[src/rtl/vblank_access_arbiter.sv]
// Round-robin arbiter that grants one requester at a time, only inside the
// vertical blanking window. Grants end on done, on a dropped request, on a
// hold-time timeout, or when blanking ends. All logic is in the pclk domain.
//
// Ports:
//   pclk, rst_n   pixel clock, asynchronous active-low reset
//   vblnk_in      vertical blanking level from the timing generator
//   req, done     request levels and one-cycle completion strobes
//   gnt, gnt_id   registered one-hot grant and index of current/last grant
//   window_open   high while inside a blanking window
//   frame_tick    one-cycle pulse when the window opens
//   timeout_err   one-cycle pulse on a forced release after MAX_HOLD cycles
//   grant_count   saturating count of done-completed grants this window
module vblank_access_arbiter #(
    parameter int N_REQ    = 4,
    parameter int MAX_HOLD = 255,
    parameter int CNT_W    = 8
) (
    input  logic             pclk,
    input  logic             rst_n,
    input  logic             vblnk_in,
    input  logic [N_REQ-1:0] req,
    input  logic [N_REQ-1:0] done,
    output logic [N_REQ-1:0] gnt,
    output logic [2:0]       gnt_id,
    output logic             window_open,
    output logic             frame_tick,
    output logic             timeout_err,
    output logic [CNT_W-1:0] grant_count
);

    localparam int HW = (MAX_HOLD > 2) ? $clog2(MAX_HOLD) : 1;

    typedef enum logic [1:0] {
        IDLE  = 2'd0,
        ARB   = 2'd1,
        GRANT = 2'd2
    } state_t;

    state_t           state, state_d;
    logic             vblnk_q;
    logic [2:0]       rr_ptr, rr_d;
    logic [HW-1:0]    hold_cnt, hold_d;
    logic [N_REQ-1:0] gnt_d;
    logic [2:0]       gnt_id_d;
    logic             window_d, tick_d, terr_d;
    logic [CNT_W-1:0] cnt_d;

    logic             rise, fall;
    logic             g_done, g_req;
    logic [2:0]       rr_nxt;

    logic [2*N_REQ-1:0] rot;
    logic               pick_ok;
    int                 pick_i;
    logic [N_REQ-1:0]   pick_oh;

    assign rise = vblnk_in & ~vblnk_q;
    assign fall = ~vblnk_in & vblnk_q;

    // gnt is one-hot for gnt_id while granting, so masking avoids
    // a variable bit-select on done/req.
    assign g_done = |(done & gnt);
    assign g_req  = |(req & gnt);

    assign rr_nxt = (gnt_id == 3'(N_REQ - 1)) ? 3'd0 : gnt_id + 3'd1;

    // Rotate so bit 0 is the rr_ptr requester; first set bit wins.
    always_comb begin
        rot     = {req, req} >> rr_ptr;
        pick_ok = 1'b0;
        pick_i  = 0;
        pick_oh = '0;
        for (int i = 0; i < N_REQ; i++) begin
            if (!pick_ok && rot[i]) begin
                pick_ok = 1'b1;
                pick_i  = int'(rr_ptr) + i;
                if (pick_i >= N_REQ) pick_i = pick_i - N_REQ;
            end
        end
        for (int k = 0; k < N_REQ; k++) begin
            pick_oh[k] = pick_ok && (k == pick_i);
        end
    end

    always_comb begin
        state_d  = state;
        gnt_d    = gnt;
        gnt_id_d = gnt_id;
        window_d = window_open;
        tick_d   = 1'b0;
        terr_d   = 1'b0;
        cnt_d    = grant_count;
        rr_d     = rr_ptr;
        hold_d   = hold_cnt;
        unique case (state)
            IDLE: begin
                if (rise) begin
                    state_d  = ARB;
                    window_d = 1'b1;
                    tick_d   = 1'b1;
                    cnt_d    = '0;
                end
            end
            ARB: begin
                if (fall) begin
                    state_d  = IDLE;
                    window_d = 1'b0;
                end else if (pick_ok) begin
                    gnt_d    = pick_oh;
                    gnt_id_d = 3'(pick_i);
                    hold_d   = '0;
                    state_d  = GRANT;
                end
            end
            GRANT: begin
                if (g_done || !g_req) begin
                    gnt_d = '0;
                    rr_d  = rr_nxt;
                    if (g_done && grant_count != '1)
                        cnt_d = grant_count + 1'b1;
                    state_d = fall ? IDLE : ARB;
                    if (fall) window_d = 1'b0;
                end else if (hold_cnt == HW'(MAX_HOLD - 1)) begin
                    gnt_d   = '0;
                    terr_d  = 1'b1;
                    rr_d    = rr_nxt;
                    state_d = fall ? IDLE : ARB;
                    if (fall) window_d = 1'b0;
                end else if (fall) begin
                    // Preempted requester keeps priority next frame.
                    gnt_d    = '0;
                    rr_d     = gnt_id;
                    state_d  = IDLE;
                    window_d = 1'b0;
                end else begin
                    hold_d = hold_cnt + 1'b1;
                end
            end
            default: state_d = IDLE;
        endcase
    end

    // vblnk_q resets high so leaving reset inside blanking opens no window.
    always_ff @(posedge pclk or negedge rst_n) begin
        if (!rst_n) begin
            state       <= IDLE;
            vblnk_q     <= 1'b1;
            rr_ptr      <= '0;
            hold_cnt    <= '0;
            gnt         <= '0;
            gnt_id      <= '0;
            window_open <= 1'b0;
            frame_tick  <= 1'b0;
            timeout_err <= 1'b0;
            grant_count <= '0;
        end else begin
            state       <= state_d;
            vblnk_q     <= vblnk_in;
            rr_ptr      <= rr_d;
            hold_cnt    <= hold_d;
            gnt         <= gnt_d;
            gnt_id      <= gnt_id_d;
            window_open <= window_d;
            frame_tick  <= tick_d;
            timeout_err <= terr_d;
            grant_count <= cnt_d;
        end
    end

endmodule

[config.mk]
export PLATFORM = sky130hd
export DESIGN_NAME = vblank_access_arbiter
export DESIGN_NICKNAME = d
export VERILOG_FILES = /design/src/rtl/vblank_access_arbiter.sv
export SDC_FILE = /design/constraint.sdc
export NUM_CORES = 1
export LEC_CHECK = 0
export CAP_MARGIN = 10
export CORE_MARGIN = 3
export CORE_UTILIZATION = 45
export CTS_CLUSTER_SIZE = 16
export DETAILED_ROUTE_END_ITERATION = 7
export PLACE_DENSITY = 0.68
export REMOVE_ABC_BUFFERS = 1
export SYNTH_ARGS = -nofsm -noshare
export SYNTH_HDL_FRONTEND = slang
export SYNTH_SLANG_ARGS = --single-unit
[constraint.sdc]
create_clock -name pclk -period 2.3 [get_ports pclk]
set_input_delay 0.46 -clock pclk [delete_from_list [all_inputs] [get_ports pclk]]
set_output_delay 0.46 -clock pclk [all_outputs]
set_load 0.005 [all_outputs]
==> results.md, run 1 <==
* Outcome: finished, final reports clean
* Startpoint types: input pin
* Gr ovfl total at 0
* Fill cell count at 335
* Hold_buf cts at 0
* Final setup violation count at 0
* Synthesis-to-layout area growth at 37.5%
* Fmax at 0.435 GHz
* Final Power at 2.72 mW
* Crit-path cells: clkdlybuf4s50_1, a22oi_2, o211a_1, o21ai_2, a221o_2, buf_4, or3_1, a21oi_2
* Crit. End Element: register
* Worst skew pair latency at 280 ps
* Root Driver: clkbuf_8
* Hold Fails Final Rpt at 0
* Total of warnings raised by yosys at 0
* Layout cells sized above 1 at 0.241
* Setup_tns at 0 ps
* PwrDens at 1000 nW/um^2
* Sequential fraction of the synthesis area at 0.407
* DR vias at 1,836
* Die area at 5210 sq um
* CTS tree: done
* Die Span Y at 72.2 um
* Req. time, crit path at 2510 ps
* Crit Path Category: input pin to register
* Unique masters post-synth at 51
* Slowest Stage Delay on Critical Path at 440 ps
* First-pass GRT wire length at 8460 um
* GR Util met3 at 0.0512
* Max-cap viol count at 0
* Residual DRC count at 0
* Min Tclk post-route at 2300 ps
* Largest net degree at the start of global routing at 33
* CTS max path bufs at 2
* Area contributors post-synth: dfrtp_1 39%, ha_1 5.7%, nand2_1 4.2%
* Post-synthesis register bit count at 32
* Vias per cell at 5.53
* Met1 GRT Util at 0.258
* Chip width at 72.2 um
* Fraction of registers with async set/reset at 1.00
* Ports at 29
* Vias in the first global route at 1,889
* Avg Synthesized Cell Area at 9.34 sq um
* Skew final at 6.40 ps
* Layer with the highest usage: met2
* Number of CTS-inserted buffers at 5
* DR iter-0 viols at 82
* CTS Sinks at 32
* Wire length per cell at 14.5 um
* WHS at 525 ps
* Fin nets at 301
* Total GRT Usage at 0.205
* Post-synth EDFFs at 0
* DRT Wirelength at 4800 um
* Cell taking the most area after synthesis: dfrtp_1
* Routed Antenna Nets at 0
* Area of the core at 4120 sq um
* Leakage power total at 1.25 nW
* Pre-Repair DR Iteration Count at 4
* M2 GR Usage at 0.348
* Worst vdd ir at 860 uV
* Crit path arrival time at 2510 ps
* Cells after synthesis at 211
* ANT cells at 0
* Initial antenna violation count at 0
* Slowest CP cell: clkdlybuf4s50_1
* Main flop type after synthesis: dfrtp_1
* Initial Utilization at 0.479
* Post-DP HPWL at 3570 um
* Worst Hold Depth at 2
* Final-report max-slew violation count at 0
* Cell Rows at 23
* H-tree levels at 2
* Part of the cycle the worst path needs at 0.999
* R2R cell count at 7
* Clock slew at reported path FFs at 70 ps
* Slew @ Worst Pin at 431 ps
* Synth Cell Area at 1970 sq um
* Min-Delay Path Class: register to register
* Final GP Congestion at 0.845
* PortBufs at 28
* Crit-path max FO at 4
* Relative slew slack at 0.711
* Synth top area share at 0.394
[worst max-delay path, delay by kind of cell]
family | cells | cell delay, ps
compound gates | 5 | 1080
buf+inv | 2 | 600
simple gates | 1 | 370
[area by class of cell]
| type | instances | area, sq um | area share |
|---|---|---|---|
| repair buffers | 69 | 583 | 0.215 |
| inverters | 13 | 48.8 | 0.0180 |
| well taps | 50 | 62.6 | 0.0231 |
| clock inverters | 3 | 42.5 | 0.0157 |
| flip-flops and latches | 32 | 803 | 0.297 |
| clock buffers | 5 | 68.8 | 0.0254 |
| multi-input cells | 160 | 1100 | 0.406 |
[power breakdown]
| group | internal [mW] | switching [mW] |
|---|---|---|
| clock network | 0.320 | 0.210 |
| logic | 0.730 | 0.663 |
| registers | 0.662 | 0.129 |
| total | 1.71 | 1.00 |
[cells by family (layout without fill, tap and decap cells)]
kind of cell	after synthesis	after routing	share of synthesized area
compound gates	66	66	0.242
xor+xnor	2	2	0.00889
fa+ha+maj	9	9	0.0571
buf+inv	19	90	0.0444
flops	32	32	0.407
mux	6	6	0.0330
simple gates	77	77	0.208
[routing by layer]
metal  wire length, um  vias up  part of all wire
met4                61        0             0.013
met1              2130      868              0.44
li1                  -      924                 -
met2              2390       37              0.50
met3               213        7             0.044
met5                 0        -                 0
[repair_timing]
action                     in CTS  in global routing
pin swaps                       5                  3
gates resized for setup         6                  5
setup endpoints to repair       7                  7
setup buffers                   3                  1
cloned                          0                  0
[state kept, by name, summed over array words and instances, names as in the netlist]
| register | count |
|---|---|
| frame_tick | 1 |
| gnt | 4 |
| gnt_id | 3 |
| grant_count | 8 |
| hold_cnt | 8 |
| rr_ptr | 3 |
| state | 2 |
| timeout_err | 1 |
| vblnk_q | 1 |
| window_open | 1 |
[path summary, 6_finish.rpt]
kind,start,end,slack (ps)
setup reg to reg,rr_ptr[0],hold_cnt[4],130
setup / recovery,done[2],hold_cnt[4],3
min in group asynchronous,rst_n,gnt_id[2],570
hold reg to reg,window_open,window_open,520
hold / removal,window_open,window_open,520
max in group asynchronous,rst_n,vblnk_q,1400
[through the flow]
stage | cells | setup WS [ps] | utilization | instance area (sq um)
2_1_floorplan | 205 | -23.6 | - | 1930
3_3_place_gp | 320 | -381 | 0.620 | 2550
3_5_place_dp | 320 | -465 | 0.620 | 2550
4_1_cts | 331 | 11.3 | 0.652 | 2680
5_1_grt | 332 | -24.0 | 0.658 | 2710
6_report | 332 | 3.29 | 0.658 | 2710
[synthesized netlist by cell type, drive strengths merged (3+ instances only)]
| library cell | number |
|---|---|
| mux2 | 4 |
| ha | 9 |
| nor3 | 4 |
| a22o | 8 |
| dfrtp | 31 |
| a22oi | 3 |
| nor2b | 3 |
| or2b | 3 |
| inv | 13 |
| nand3 | 7 |
| o21ai | 16 |
| a21o | 3 |
| nand2 | 22 |
| a21oi | 12 |
| nand2b | 5 |
| buf | 4 |
| and3 | 5 |
| or3 | 4 |
| nor2 | 12 |
| nand4 | 3 |
| nand3b | 3 |
[cell usage in the layout (no fill, tap or decap), drive strengths merged, types with 2 or more instances in the layout]
cell type,count
xnor2,2
a22oi,3
nor2b,3
a21oi,12
o21ai,16
mux2,4
or3b,2
buf,41
ha,9
o31ai,2
a21o,3
nand4,3
nand2b,5
a22o,8
clkbuf,5
o2bb2ai,2
clkdlybuf4s50,24
a31oi,2
a221oi,2
dlygate4sd2,4
nand3,7
nand3b,3
a2bb2oi,2
o221ai,2
or2b,3
mux2i,2
and3,5
a221o,2
dfrtp,31
inv,13
nor3,4
nor2,12
a32o,2
nand2,22
or3,4
Power figures use the tool's default switching activity.
==> run 2, diff against run 1 <==
--- a/config.mk
+++ b/config.mk
@@ -6,7 +6,7 @@
 export NUM_CORES = 1
 export LEC_CHECK = 0
 export CAP_MARGIN = 10
-export CORE_MARGIN = 3
+export CORE_ASPECT_RATIO = 0.5
 export CORE_UTILIZATION = 45
 export CTS_CLUSTER_SIZE = 16
 export DETAILED_ROUTE_END_ITERATION = 7
==> results.md, run 2 (synthesis results as in run 1) <==
* Vias per cell at 5.52 (-0.22%)
* Pre-Repair DR Iteration Count at 4 (unchanged)
* Max-cap viol count at 0 (unchanged)
* Fin nets at 299 (-0.66%)
* Wire length per cell at 13.9 um (-4.0%)
* Unrepaired setup endpoints after global routing: no
* Startpoint types: input pin
* Synthesis-to-layout area growth at 35.9%
* Relative slew slack at 0.673 (-0.0383)
* Fmax at 0.453 GHz (+4.0%)
* Total GRT Usage at 0.214 (+0.00944)
* Core Util, Final at 0.662 (+0.00387)
* Final GP Congestion at 0.882 (+4.3%)
* DRT Wirelength at 4630 um (-3.4%)
* Worst vdd ir at 389 uV (-55%)
* Worst skew pair latency at 270 ps (about the same)
* Vias in the first global route at 1,712 (-9.4%)
* H-tree levels at 2 (unchanged)
* Post-layout worst setup margin at 91.7 ps (+88.5 ps)
* Part of the cycle the worst path needs at 0.960 (-0.0385)
* Skew final at 5.81 ps (-0.590 ps)
* Die Span Y at 48.8 um (-32%)
* DR vias at 1,843 (+0.38%)
* Number of CTS-inserted buffers at 5 (unchanged)
* PwrDens at 973 nW/um^2 (-3.0%)
* Cell Rows at 16 (-30%)
* Clock slew at reported path FFs at 60 ps (about the same)
* Post-DP HPWL at 3460 um (-2.9%)
* Largest net degree at the start of global routing at 33 (unchanged)
* CTS Sinks at 32 (unchanged)
* Initial antenna violation count at 0 (unchanged)
* Root Driver: clkbuf_8
* Place WS at -437 ps (+27.4 ps)
* Min-Delay Path Class: register to register
* Gr ovfl total at 0 (unchanged)
* Initial Utilization at 0.487 (+0.00845)
* Crit Path Category: input pin to register
* DR iter-0 viols at 97 (+18%)
* Crit path arrival time at 2400 ps (-110 ps)
* Chip width at 95.6 um (+32%)
* Layout cells sized above 1 at 0.225 (-0.0161)
* Outcome: finished, final reports clean
* WHS at 517 ps (-7.84 ps)
* Die area at 4660 sq um (-10%)
* Final setup violation count at 0 (unchanged)
* Crit-path max FO at 6 (+2)
* Crit. End Element: register
* Commonest non-fill, non-tap cell in the layout: buf_4
* Layout Cells excl Fill at 334 (+0.60%)
* Leakage power total at 1.23 nW (-1.2%)
* Slowest Stage Delay on Critical Path at 430 ps (about the same)
* Hold Fails Final Rpt at 0 (unchanged)
* First-pass GRT wire length at 7670 um (-9.4%)
* Hold_buf cts at 0 (unchanged)
* ANT cells at 0 (unchanged)
* Commonest non-fill, non-tap cells in the layout: 39 x buf_4, 30 x dfrtp_1, 24 x clkdlybuf4s50_1
* CTS max path bufs at 2 (unchanged)
* Routed Antenna Nets at 0 (unchanged)
* Ports at 29 (unchanged)
* Area of the core at 4040 sq um (-1.7%)
* Residual DRC count at 0 (unchanged)
* Placed cell count at 324 (+1.3%)
* Final-report max-slew violation count at 0 (unchanged)
* Setup_tns at 0 ps (unchanged)
* Crit-path cells: clkdlybuf4s50_1, a22oi_2, o211a_1, o21ai_1, a221o_1, buf_4, or3_1, a21oi_1
* Slew @ Worst Pin at 491 ps (+59.8 ps)
* PortBufs at 28 (unchanged)
* Largest regs: grant_count (8), hold_cnt (8), gnt (4)
* Min Tclk post-route at 2210 ps (-88.5 ps)
* CTS tree: done
* Req. time, crit path at 2490 ps (-20 ps)
* Slowest CP cell: clkdlybuf4s50_1
[run 2: worst max-delay path, delay by kind of cell]
| kind | cells | cell delay, ps |
|---|---|---|
| buffers and inverters | 2 | 590 |
| AO/OA/AOI/OAI | 5 | 1010 |
| AND/OR/NAND/NOR | 1 | 340 |
[run 2: metal layers]
metal	share of wire	GRT usage
met5	0	0
met4	0.0035	0.0572
met3	0.050	0.0623
met2	0.45	0.320
met1	0.50	0.304
[run 2: power breakdown]
| group | total (mW) | switching (mW) | leakage [nW] | internal [mW] |
|---|---|---|---|---|
| Clock | 0.432 | 0.188 | 0.0455 | 0.244 |
| Sequential | 0.793 | 0.131 | 0.423 | 0.662 |
| Combinational | 1.38 | 0.660 | 0.762 | 0.719 |
| Total | 2.60 | 0.980 | 1.23 | 1.62 |
[run 2: area by class of cell]
| class | instances | area, sq um |
|---|---|---|
| clock buffer | 8 | 90.1 |
| fill | 330 | 1370 |
| inverter | 13 | 48.8 |
| multi-input combinational | 160 | 1100 |
| sequential | 32 | 803 |
| tap | 54 | 67.6 |
| timing repair buffer | 67 | 568 |
[run 2: path summary, 6_finish.rpt]
check / start / end / slack, ps / cells after the start
setup / recovery: done[2] / hold_cnt[4] / 90 / 8
hold / removal: window_open / window_open / 520 / 2
setup reg to reg: rr_ptr[0] / hold_cnt[4] / 160 / 7
hold reg to reg: window_open / window_open / 520 / 2
max in group asynchronous: rst_n / vblnk_q / 1390 / 2
min in group asynchronous: rst_n / hold_cnt[6] / 590 / 2
[run 2: through the flow]
stage               power (mW)  area (sq um)
floorplan                 1.49          1930
finish                    2.60          2680
detailed placement        2.13          2560
global route              2.81          2680
global placement          2.10          2560
CTS                       2.60          2670
[run 2: repair_timing]
action | CTS | global route
pin swaps | 3 | 0
gates resized for setup | 6 | 4
buffers inserted | 2 | 0
setup endpoints to repair | 10 | 11
==> run 3, diff against run 2 <==
--- a/config.mk
+++ b/config.mk
@@ -12,6 +12,7 @@
 export DETAILED_ROUTE_END_ITERATION = 7
 export PLACE_DENSITY = 0.68
 export REMOVE_ABC_BUFFERS = 1
+export SKIP_LAST_GASP = 1
 export SYNTH_ARGS = -nofsm -noshare
 export SYNTH_HDL_FRONTEND = slang
 export SYNTH_SLANG_ARGS = --single-unit
==> constraint.sdc (replaced) <==
create_clock -name pclk -period 2.3 [get_ports pclk]
set_input_delay 0.23 -clock pclk [delete_from_list [all_inputs] [get_ports pclk]]
set_output_delay 0.23 -clock pclk [all_outputs]
set_load 0.005 [all_outputs]
==> results.md, run 3 (synthesis results as in run 1) <==
* Final setup violation count at 0 (unchanged)
* Min Tclk post-route at 2170 ps (-36.3 ps)
* PortBufs at 28 (unchanged)
* Layout cells sized above 1 at 0.198 (-0.0272)
* Crit. End Element: register
* ANT cells at 0 (unchanged)
* Pre-Repair DR Iteration Count at 4 (unchanged)
* DR iter-0 viols at 94 (-3.1%)
* Ports at 29 (unchanged)
* Initial Utilization at 0.487 (unchanged)
* Routed Antenna Nets at 0 (unchanged)
* DR vias at 1,853 (+0.54%)
* Part of the cycle the worst path needs at 0.944 (-0.0158)
* Vias per cell at 5.67 (+2.7%)
* Commonest non-fill, non-tap cell in the layout: buf_4
* WHS at 340 ps (-176 ps)
* Cell family with the largest share of critical-path delay: compound AO/OA/AOI/OAI gates
* Slowest Stage Delay on Critical Path at 490 ps (+60 ps)
* CTS tree: done
* Core Util, Final at 0.649 (-0.0127)
* Die area at 4660 sq um (unchanged)
* Largest regs: grant_count (8), hold_cnt (8), gnt (4)
* Post-DP HPWL at 3570 um (+3.0%)
* Initial antenna violation count at 0 (unchanged)
* Buffers & Inverters on Critical Path at 1 (-1)
* Chip width at 95.6 um (unchanged)
* PwrDens at 984 nW/um^2 (+1.2%)
* Clock slew at reported path FFs at 70 ps (about the same)
* Area of the core at 4040 sq um (unchanged)
* Final-report max-slew violation count at 0 (unchanged)
* Cell Rows at 16 (unchanged)
* Startpoint types: register
* CTS max path bufs at 2 (unchanged)
* Skew final at 6.43 ps (+0.628 ps)
* Largest net degree at the start of global routing at 33 (unchanged)
* DRT Wirelength at 4770 um (+2.8%)
* Fin nets at 292 (-2.3%)
* Req. time, crit path at 2510 ps (+20 ps)
* Residual DRC count at 0 (unchanged)
* Relative slew slack at 0.676 (+0.00289)
* Synthesis-to-layout area growth at 33.3%
* Hold Fails Final Rpt at 0 (unchanged)
* Slew @ Worst Pin at 487 ps (-4.33 ps)
* Min-Delay Path Class: input pin to async pin
* Fmax at 0.460 GHz (+1.7%)
* Crit-path cells: or2b_1, o2111ai_2, a211oi_2, a221o_1, buf_4, or3_1, a21oi_1
* Die Span Y at 48.8 um (unchanged)
* Wire length per cell at 14.6 um (+5.0%)
* Leakage power total at 1.21 nW (-1.7%)
* Number of CTS-inserted buffers at 5 (unchanged)
* Crit path arrival time at 2380 ps (-20 ps)
* Crit-path max FO at 13 (+7)
* Worst vdd ir at 458 uV (+18%)
* H-tree levels at 2 (unchanged)
* Max-cap viol count at 0 (unchanged)
* Crit Path Category: register to register
* Setup_tns at 0 ps (unchanged)
* Unrepaired setup endpoints after global routing: no
* Final GP Congestion at 0.890 (+0.95%)
* First-pass GRT wire length at 7950 um (+3.7%)
* Slowest CP cell: dfrtp_2
* Vias in the first global route at 1,723 (+0.64%)
* Worst skew pair latency at 290 ps (+20 ps)
* CTS Sinks at 32 (unchanged)
* Commonest non-fill, non-tap cells in the layout: 32 x buf_4, 30 x dfrtp_1, 26 x clkdlybuf4s50_1
* Outcome: finished, final reports clean
* Total GRT Usage at 0.223 (+0.00899)
* Root Driver: clkbuf_8
* Gr ovfl total at 0 (unchanged)
run 3: cell types whose count changed in the layout (fill, tap and decap cells not counted):
cell / before / now
buf_4: 39 / 32
dlygate4sd2_1: 4 / 0
a22oi_1: 1 / 3
a22oi_2: 2 / 0
clkdlybuf4s50_1: 24 / 26
dlymetal6s2s_1: 0 / 2
clkbuf_1: 2 / 1
clkinvlp_4: 0 / 1
nor2_1: 11 / 12
nor2_2: 1 / 0
o21ai_0: 15 / 16
o21ai_1: 1 / 0
run 3: cell type report:
| type | instances | area [sq um] |
|---|---|---|
| Inverter | 13 | 48.8 |
| Multi-Input combinational cell | 160 | 1090 |
| Timing Repair Buffer | 60 | 526 |
| Clock inverter | 1 | 7.51 |
| Fill cell | 338 | 1420 |
| Sequential cell | 32 | 803 |
| Clock buffer | 7 | 86.3 |
| Tap cell | 54 | 67.6 |
run 3: worst paths after layout:
check / slack, ps / start / end / cells after the start
setup / recovery: 130 / rr_ptr[0] / hold_cnt[6] / 7
max in group asynchronous: 1630 / rst_n / rr_ptr[0] / 2
hold reg to reg: 530 / window_open / window_open / 2
setup reg to reg: 130 / rr_ptr[0] / hold_cnt[6] / 7
min in group pclk: 440 / vblnk_in / vblnk_q / 1
hold / removal: 340 / rst_n / grant_count[4] / 2
run 3: worst reg2reg max path: cells and delay by family (launching register included):
family | cells | cell delay (ps)
DFF | 1 | 490
AOI/OAI and AO/OA | 4 | 820
and+or+nand+nor | 2 | 610
buffers and inverters | 1 | 170
run 3: routing by layer:
layer | vias up | global-route usage | wire length, um
met3 | 5 | 0.0576 | 216
met5 | - | 0 | 0
met1 | 905 | 0.306 | 2320
li1 | 908 | - | -
met2 | 35 | 0.357 | 2190
met4 | 0 | 0.0498 | 41
run 3: power breakdown:
| part | internal [mW] | switching (mW) |
|---|---|---|
| Combinational | 0.686 | 0.659 |
| Clock | 0.243 | 0.209 |
| Sequential | 0.662 | 0.125 |
| Total | 1.59 | 0.994 |
run 3: stage by stage:
stage	setup WS [ps]	power, mW	area, sq um	instances
floorplan	-23.6	1.49	1930	205
global placement	-141	2.07	2500	317
detailed placement	-239	2.10	2500	317
CTS	15.6	2.57	2600	325
global route	17.6	2.78	2630	327
finish	128	2.58	2630	327
run 3: timing repair:
item                                   CTS  global route
hold buffers                             0             0
endpoints found under the hold margin    0             0
setup buffers                            0             2
resized for setup                        0             4
setup endpoints to repair                0            11
